===== src/rtl/mips_ctrl_pkg.sv =====
// ---------------------------------------------------------------------------
// mips_ctrl_pkg
//   Shared types and encodings for the multi-cycle MIPS control FSM:
//   state_t (4-bit FSM state), opcode/funct constants, ALU operation codes,
//   ALU B-operand select codes and pc-source select codes, plus the
//   DECODE-state dispatch helper.
// ---------------------------------------------------------------------------
package mips_ctrl_pkg;

   typedef enum logic [3:0] {
      FETCH  = 4'd0,
      DECODE = 4'd1,
      MEMADR = 4'd2,
      MEMRD  = 4'd3,
      MEMWB  = 4'd4,
      MEMWR  = 4'd5,
      EXEC   = 4'd6,
      ALUWB  = 4'd7,
      BRANCH = 4'd8,
      ADDIEX = 4'd9,
      ADDIWB = 4'd10,
      JUMP   = 4'd11,
      HALT   = 4'd12
   } state_t;

   // Opcodes (IR[31:26])
   localparam logic [5:0] OP_RTYPE = 6'b000000;
   localparam logic [5:0] OP_LW    = 6'b100011;
   localparam logic [5:0] OP_SW    = 6'b101011;
   localparam logic [5:0] OP_BEQ   = 6'b000100;
   localparam logic [5:0] OP_ADDI  = 6'b001000;
   localparam logic [5:0] OP_J     = 6'b000010;

   // R-type function codes (IR[5:0])
   localparam logic [5:0] FN_ADD = 6'b100000;
   localparam logic [5:0] FN_SUB = 6'b100010;
   localparam logic [5:0] FN_AND = 6'b100100;
   localparam logic [5:0] FN_OR  = 6'b100101;
   localparam logic [5:0] FN_SLT = 6'b101010;

   // ALU operations
   localparam logic [2:0] ALU_AND = 3'b000;
   localparam logic [2:0] ALU_OR  = 3'b001;
   localparam logic [2:0] ALU_ADD = 3'b010;
   localparam logic [2:0] ALU_SUB = 3'b110;
   localparam logic [2:0] ALU_SLT = 3'b111;

   // ALU B-operand select
   localparam logic [1:0] SRCB_B       = 2'b00;
   localparam logic [1:0] SRCB_FOUR    = 2'b01;
   localparam logic [1:0] SRCB_IMM     = 2'b10;
   localparam logic [1:0] SRCB_IMM_SH2 = 2'b11;

   // pc source select
   localparam logic [1:0] PCSRC_ALU    = 2'b00;
   localparam logic [1:0] PCSRC_ALUOUT = 2'b01;
   localparam logic [1:0] PCSRC_JUMP   = 2'b10;

   // DECODE dispatch: unknown opcodes either park the core in HALT or are
   // skipped like a NOP, depending on halt_illeg.
   function automatic state_t decode_next(input logic [5:0] op, input bit halt_illeg);
      case (op)
         OP_RTYPE:     return EXEC;
         OP_LW, OP_SW: return MEMADR;
         OP_BEQ:       return BRANCH;
         OP_ADDI:      return ADDIEX;
         OP_J:         return JUMP;
         default:      return halt_illeg ? HALT : FETCH;
      endcase
   endfunction

endpackage


===== src/rtl/mips_alu_dec.sv =====
// ---------------------------------------------------------------------------
// mips_alu_dec
//   Combinational ALU-operation decoder for the multi-cycle controller.
//   Ports:
//     state   in  state_t    current controller state
//     funct   in  [OPW-1:0]  IR[5:0], only meaningful in EXEC
//     alu_ctl out [2:0]      ALU operation code
//   Every state that is not EXEC or BRANCH uses add (pc+4, branch target,
//   effective address, addi), so add is the default.
// ---------------------------------------------------------------------------
module mips_alu_dec
   import mips_ctrl_pkg::*;
#(
   parameter int OPW = 6
)(
   input  state_t         state,
   input  logic [OPW-1:0] funct,
   output logic [2:0]     alu_ctl
);

   always_comb begin
      alu_ctl = ALU_ADD;
      case (state)
         EXEC: begin
            case (funct)
               FN_ADD:  alu_ctl = ALU_ADD;
               FN_SUB:  alu_ctl = ALU_SUB;
               FN_AND:  alu_ctl = ALU_AND;
               FN_OR:   alu_ctl = ALU_OR;
               FN_SLT:  alu_ctl = ALU_SLT;
               default: alu_ctl = ALU_ADD;
            endcase
         end
         BRANCH:  alu_ctl = ALU_SUB;
         default: alu_ctl = ALU_ADD;
      endcase
   end

endmodule


===== src/rtl/mips_mc_ctrl.sv =====
// ---------------------------------------------------------------------------
// mips_mc_ctrl
//   Multi-cycle control FSM for the MIPS core. Sequences the shared datapath
//   (pc, single memory port, IR, register file, ALU) through FETCH / DECODE /
//   EXEC / MEM / WB steps and stalls on memory wait states.
//   Ports:
//     clk, rst              clock (rising edge), async active-high reset
//     opcode, funct         IR[31:26], IR[5:0]
//     zero                  ALU zero flag (consumed by the datapath pc enable)
//     mem_ready             memory access completes in the cycle it is 1
//     pc_write, pc_write_cond, iord, mem_read, mem_write, ir_write,
//     mem_to_reg, reg_dst, reg_write, alu_src_a, alu_src_b, alu_ctl,
//     pc_source             datapath controls (Moore, mem_ready-gated in
//                           FETCH and MEMWR)
//     retire                one-cycle pulse when an instruction completes
//     halted                set while parked in HALT
// ---------------------------------------------------------------------------
module mips_mc_ctrl
   import mips_ctrl_pkg::*;
#(
   parameter int OPW        = 6,
   parameter bit HALT_ILLEG = 1'b1
)(
   input  logic           clk,
   input  logic           rst,
   input  logic [OPW-1:0] opcode,
   input  logic [OPW-1:0] funct,
   input  logic           zero,
   input  logic           mem_ready,
   output logic           pc_write,
   output logic           pc_write_cond,
   output logic           iord,
   output logic           mem_read,
   output logic           mem_write,
   output logic           ir_write,
   output logic           mem_to_reg,
   output logic           reg_dst,
   output logic           reg_write,
   output logic           alu_src_a,
   output logic [1:0]     alu_src_b,
   output logic [2:0]     alu_ctl,
   output logic [1:0]     pc_source,
   output logic           retire,
   output logic           halted
);

   state_t state_q, state_d;

   // The branch decision (pc_write_cond & zero) is made in the datapath;
   // zero is part of this interface only so both sides share one port list.
   logic unused_zero;
   assign unused_zero = zero;

   // ------------------------------------------------------------------
   // State register
   // ------------------------------------------------------------------
   always_ff @(posedge clk or posedge rst) begin
      if (rst) begin
         state_q <= FETCH;
      end else begin
         state_q <= state_d;
      end
   end

   // ------------------------------------------------------------------
   // Next-state logic
   // ------------------------------------------------------------------
   always_comb begin
      state_d = state_q;
      case (state_q)
         FETCH:   state_d = mem_ready ? DECODE : FETCH;
         DECODE:  state_d = decode_next(opcode, HALT_ILLEG);
         MEMADR:  state_d = (opcode == OP_LW) ? MEMRD : MEMWR;
         MEMRD:   state_d = mem_ready ? MEMWB : MEMRD;
         MEMWB:   state_d = FETCH;
         MEMWR:   state_d = mem_ready ? FETCH : MEMWR;
         EXEC:    state_d = ALUWB;
         ALUWB:   state_d = FETCH;
         BRANCH:  state_d = FETCH;
         ADDIEX:  state_d = ADDIWB;
         ADDIWB:  state_d = FETCH;
         JUMP:    state_d = FETCH;
         HALT:    state_d = HALT;
         // Unused encodings recover to a clean instruction boundary.
         default: state_d = FETCH;
      endcase
   end

   // ------------------------------------------------------------------
   // Output decode
   // ------------------------------------------------------------------
   mips_alu_dec #(
      .OPW     (OPW)
   ) u_alu_dec (
      .state   (state_q),
      .funct   (funct),
      .alu_ctl (alu_ctl)
   );

   always_comb begin
      pc_write      = 1'b0;
      pc_write_cond = 1'b0;
      iord          = 1'b0;
      mem_read      = 1'b0;
      mem_write     = 1'b0;
      ir_write      = 1'b0;
      mem_to_reg    = 1'b0;
      reg_dst       = 1'b0;
      reg_write     = 1'b0;
      alu_src_a     = 1'b0;
      alu_src_b     = SRCB_B;
      pc_source     = PCSRC_ALU;
      retire        = 1'b0;
      halted        = 1'b0;

      case (state_q)
         FETCH: begin
            // pc+4 is computed every FETCH cycle, but pc and IR only load
            // on the cycle the memory actually returns the instruction.
            mem_read  = 1'b1;
            iord      = 1'b0;
            alu_src_a = 1'b0;
            alu_src_b = SRCB_FOUR;
            pc_source = PCSRC_ALU;
            ir_write  = mem_ready;
            pc_write  = mem_ready;
         end
         DECODE: begin
            // Branch target precompute: pc + (imm << 2).
            alu_src_a = 1'b0;
            alu_src_b = SRCB_IMM_SH2;
         end
         MEMADR: begin
            alu_src_a = 1'b1;
            alu_src_b = SRCB_IMM;
         end
         MEMRD: begin
            mem_read = 1'b1;
            iord     = 1'b1;
         end
         MEMWB: begin
            reg_write  = 1'b1;
            mem_to_reg = 1'b1;
            reg_dst    = 1'b0;
            retire     = 1'b1;
         end
         MEMWR: begin
            mem_write = 1'b1;
            iord      = 1'b1;
            retire    = mem_ready;
         end
         EXEC: begin
            alu_src_a = 1'b1;
            alu_src_b = SRCB_B;
         end
         ALUWB: begin
            reg_write  = 1'b1;
            reg_dst    = 1'b1;
            mem_to_reg = 1'b0;
            retire     = 1'b1;
         end
         BRANCH: begin
            alu_src_a     = 1'b1;
            alu_src_b     = SRCB_B;
            pc_write_cond = 1'b1;
            pc_source     = PCSRC_ALUOUT;
            retire        = 1'b1;
         end
         ADDIEX: begin
            alu_src_a = 1'b1;
            alu_src_b = SRCB_IMM;
         end
         ADDIWB: begin
            reg_write  = 1'b1;
            reg_dst    = 1'b0;
            mem_to_reg = 1'b0;
            retire     = 1'b1;
         end
         JUMP: begin
            pc_write  = 1'b1;
            pc_source = PCSRC_JUMP;
            retire    = 1'b1;
         end
         HALT: begin
            halted = 1'b1;
         end
         default: begin
         end
      endcase

      // Architectural state must not change while reset is held, even in
      // the cycle reset rises mid-access (e.g. an aborted store).
      if (rst) begin
         pc_write  = 1'b0;
         ir_write  = 1'b0;
         reg_write = 1'b0;
         mem_write = 1'b0;
         retire    = 1'b0;
      end
   end

endmodule


===== config.mk =====
export PLATFORM = sky130hd
export DESIGN_NAME = mips_mc_ctrl
export DESIGN_NICKNAME = d
export VERILOG_FILES = /design/src/rtl/mips_ctrl_pkg.sv /design/src/rtl/mips_alu_dec.sv /design/src/rtl/mips_mc_ctrl.sv
export SDC_FILE = /design/constraint.sdc
export NUM_CORES = 1
export LEC_CHECK = 0
export ABC_AREA = 1
export CAP_MARGIN = 20
export CORE_MARGIN = 8
export CORE_UTILIZATION = 30
export CTS_BUF_LIST = sky130_fd_sc_hd__clkbuf_4 sky130_fd_sc_hd__clkbuf_8
export CTS_CLUSTER_DIAMETER = 120
export DETAILED_ROUTE_END_ITERATION = 12
export GPL_ROUTABILITY_DRIVEN = 0
export PLACE_DENSITY_LB_ADDON = 0.25
export SYNTH_ARGS = -nofsm -noshare
export SYNTH_HDL_FRONTEND = slang
export SYNTH_SLANG_ARGS = --single-unit

===== constraint.sdc =====
create_clock -name clk -period 3 [get_ports clk]
set_input_delay 0.45 -clock clk [delete_from_list [all_inputs] [get_ports clk]]
set_output_delay 0.45 -clock clk [all_outputs]
set_load 0.005 [all_outputs]

# Word level (Yosys, flattened, before mapping)
# Cells that the tools add are included.
[totals]
register_bits = 4
elab_cells = 58
input_bits = 16
output_inout_bits = 19
[classes]
mux = 27
reduce_logical = 9
n_eq_ne = 21
[ops]
columns = ["operator", "count"]
rows = [
  ["$eq A6 B6 Y1 const B", 6],
  ["$pmux W4 S8", 1],
  ["$eq A4 B4 Y1 const B", 5],
  ["$pmux W4 S5", 1],
  ["$eq A4 B3 Y1 const B", 4],
  ["$mux W1", 16],
  ["$pmux W3 S4", 1],
  ["$mux W3", 3],
  ["$eq A4 B2 Y1 const B", 2],
  ["$reduce_or A2 Y1", 4],
  ["$eq A6 B2 Y1 const B", 1],
  ["$eq A6 B3 Y1 const B", 1],
  ["$eq A6 B4 Y1 const B", 1],
  ["$logic_not A6 Y1", 1],
  ["$pmux W2 S3", 1],
  ["$pmux W3 S2", 1],
  ["$reduce_or A5 Y1", 1],
  ["$eq A4 B1 Y1 const B", 1],
  ["$logic_not A4 Y1", 1],
  ["$pmux W1 S2", 2],
  ["$pmux W2 S2", 1],
  ["$reduce_or A4 Y1", 1],
  ["$reduce_or A3 Y1", 1],
]

# Logic depth before layout (Yosys ltp)
[logic_depth]
ltp_word = 4
mapped_depth = 8
depth_no_buf = 8

# Modules after synthesis
# Synthesis repeated with hierarchy kept, for this count alone.
[hier_totals]
hier_cells = 122
area_unflattened_um2 = 626.9
[modules_own_cells]
columns = ["module", "seq_area_each_um2", "n_inst", "cells_per_inst", "area_per_inst_um2"]
rows = [
  ["mips_mc_ctrl", 100.1, 1, 98, 514.2],
  ["mips_alu_dec", 0.0, 1, 24, 112.6],
]

# Worst setup path before layout
# Ideal clock, no wire load.
[synth_path]
path_kind = "flip-flop to output port"
startpoint = "register state_q[1]"
endpoint = "output retire"
arrival_ns = 1.003
path_stages_with_launch = 6
n_path_buf = 0
t_required_ns = 2.550
setup_slack_ns = 1.547
path_cell_list = "dfrtp_1 > nor2_1 > inv_1 > a21oi_1 > a21oi_1 > a21oi_1"
[synth_between]
elab_chain_cells = 4
word_cells_on_any_way = 9
classes_between = "eq/ne (6); mux (2); reduce/logical (1)"
[synth_lines]
columns = ["element", "line", "text"]
rows = [
  ["from (decl)", "mips_mc_ctrl.sv:47", "state_t state_q, state_d;"],
  ["from (signal assigned)", "mips_mc_ctrl.sv:61", "state_q <= state_d;"],
  ["$eq A4 B4 Y1 or $eq A4 B3 Y1 (tied branches)", "mips_mc_ctrl.sv:116", "case (state_q)"],
  ["$reduce_or A5 Y1 (no source line)", "--", ""],
  ["$pmux W1 S2 (*)", "mips_mc_ctrl.sv:116", ""],
  ["$mux W1 (*)", "mips_mc_ctrl.sv:193", "if (rst) begin"],
  ["to (decl)", "mips_mc_ctrl.sv:43", "output logic retire,"],
]
# Mark *: on every way between the ends. The rest lies on a longest branch, timed or not.

# Worst setup path after layout
# Same ends and word-level chain as after synthesis.

==> qor.txt <==
Post-Syn Area per Cell: 5.26 um^2
Layout area overhead: 65.6%
Largest stage delay on the critical path: 520 ps
Worst-margin pin slew: 293 ps
Vias: 778
Crit path kind: reg2out
Pre-Repair DR Iteration Count: 4
Post-Syn Instances: 110
Syn. warnings: 0
Final hold violation count: 0
Post-synth top cells: nand2_1 (22), nor2_1 (21), inv_1 (18), nand3_1 (9), nor2_2 (6)
Sink Count: 4
Clk slew on worst S/H paths: 30 ps
I/O pin count: 35
Grt met2 use: 19.5%
FMAX: 427 MHz
Worst EP required: 2550 ps
Pwr/cell area: 596 nW/um^2
Cell total after placement: 169
WP buf/inv: 2
DP HPWL: 1.55 mm
CTS buffer count: 3
Worst-Skew Late Latency: 230 ps
DRC viols: 0
Fin crit period: 2340 ps
# diodes: 0
Port bufs: 33
Routed len/inst: 10.0 um
Max FFs per register: 4
CP startpoint kind: flip-flop
Cell with the most instances after synthesis: nand2_1
Post-Route WL: 1.73 mm
Setup_tns: 0 ps
Critical-path cell list: nor2_1 -> inv_1 -> a21oi_1 -> a21oi_1 -> a21oi_1 -> clkdlybuf4s50_1
Unrepaired setup endpoints after global routing: no
Share of cells above drive strength 1: 11.7%
Leading area contributor after synthesis: dfrtp_1
Top cell type's share of synthesized area: 17.3%
Max-Cap Viols: 0
Pins Over Slew Limit: 0
# hold bufs at CTS: 0
Clock Tree Root: clkbuf_4
Initial drt markers: 25
Vias in the first global route: 755
Crit-path max FO: 6
Data arrival, critical path: 1890 ps
Total power: 0.000570 W
CTS Buffer Depth: 2
Chip Height: 59.9 um
Mapped Area: 578 um^2
Max-slew headroom: 80.3%
Post-synth ARST share: 100%
H-tree levels: 1
Filler-free cell count of the finished design: 172
GRT met1 Usage: 11.6%
Leak: 0.446 nW
Final net count: 163
Die Wd: 59.9 um
Largest net degree at the start of global routing: 7
Total GRT Usage: 10.7%
Post-synth EDFFs: 0
Final hold slack: 543 ps
Total grt overflow: 0
Layer with the highest usage: met2
Commonest register cell after synthesis: dfrtp_1
Yosys reg bits: 4
Initial Util: 30.7%
DRT antenna net count: 0
Final worst path period share: 78.1%
Post-CTS Resized: 0
Via density: 4.52
Mapped Nets: 126
First-pass GRT wire length: 3.02 mm
Biggest regs: state_q (4)
Crit-path most repeated cell: a21oi_1
Antenna violations before repair: 0
Top cells by area, synth: dfrtp_1 (17%), nand2_1 (14%), nor2_1 (14%)
Worst Skew: 1.74 ps
Largest reg by FF count: state_q
Core ar.: 1880 um^2
Synth unique cells: 20
Outcome: completed
Type of the worst min-delay path: in2async
CTS tree: done
Met3 Use GR: 1.72%
Die area: 3590 um^2
Final setup violation count: 0
Maximum VDD drop: 199 uV
Slowest stage cell on the critical path: clkdlybuf4s50_1
Post-CTS Setup Repair Bufs: 0
Worst Setup End Kind: primary output
CP delay by family, top: buffers and inverters
Sequential share of the synthesized area: 17.3%
Num rows: 16
## final cells by class
cell class                 instances  area, um^2
clock buffer                       3        22.5
inverter                          23        86.3
tap                               27        33.8
multi-input combinational         82         384
sequential                         4         100
timing repair buffer              33         330
fill                             222         925
## through the flow
step           utilization (%)  area, um^2  setup WS [ps]
2_1_floorplan                -         578           1550
5_1_grt                   50.9         957            514
6_report                  50.9         957            656
3_5_place_dp              49.7         935            641
4_1_cts                   50.9         957            637
3_3_place_gp              49.7         935            668
## power breakdown
group | switching (W) | internal [W] | leakage [nW]
sequential | 0.0000262 | 0.0000741 | 0.0526
clock | 0.0000196 | 0.0000446 | 0.0138
combinational | 0.000200 | 0.000205 | 0.379
total | 0.000246 | 0.000324 | 0.446
## worst reg2reg max path, stage by stage (launching register included)
cell and delay (ps):
dfrtp_1 420, nor2_2 220, inv_1 110, nor2_1 210
o21ai_1 110, nand3_1 90
## kinds of logic after synthesis
kind of cell | Yosys count | share of synthesized area (%)
flip-flops | 4 | 17.3
buffers and inverters | 24 | 16.2
AO/OA/AOI/OAI | 14 | 13.2
AND/OR/NAND/NOR | 68 | 53.2
## path summary, 6_finish.rpt
check / start / to / slack [ps] / cells after the start
min: rst / state_q[0] / 540 / 2
max: state_q[1] / retire / 660 / 6
max reg2reg: state_q[1] / state_q[1] / 1770 / 5
min reg2reg: state_q[0] / state_q[0] / 740 / 3
min in group clk: state_q[0] / state_q[0] / 740 / 3
max in group asynchronous: rst / state_q[3] / 2260 / 2
## cell usage in the layout (no fill, tap or decap)
cell             count
a31oi_1              1
o22ai_1              1
nor2_4               1
inv_2                5
nor3_1               4
and2_1               1
clkdlybuf4s50_1     33
o21ai_0              4
nand4_1              2
inv_1               18
nand2_1             22
nor2_2               6
nand3b_1             1
dfrtp_1              4
nand2_2              1
o21ai_2              1
a21oi_1              5
nand3_1              9
nor2_1              21
clkbuf_4             3
o21ai_1              2
## layer usage
metal / part of all wire (%) / vias up
li1: - / 423
met1: 45 / 329
met2: 48 / 23
met3: 5.6 / 3
met4: 0.99 / 0
met5: 0 / -
Power figures use the tool's default switching activity.
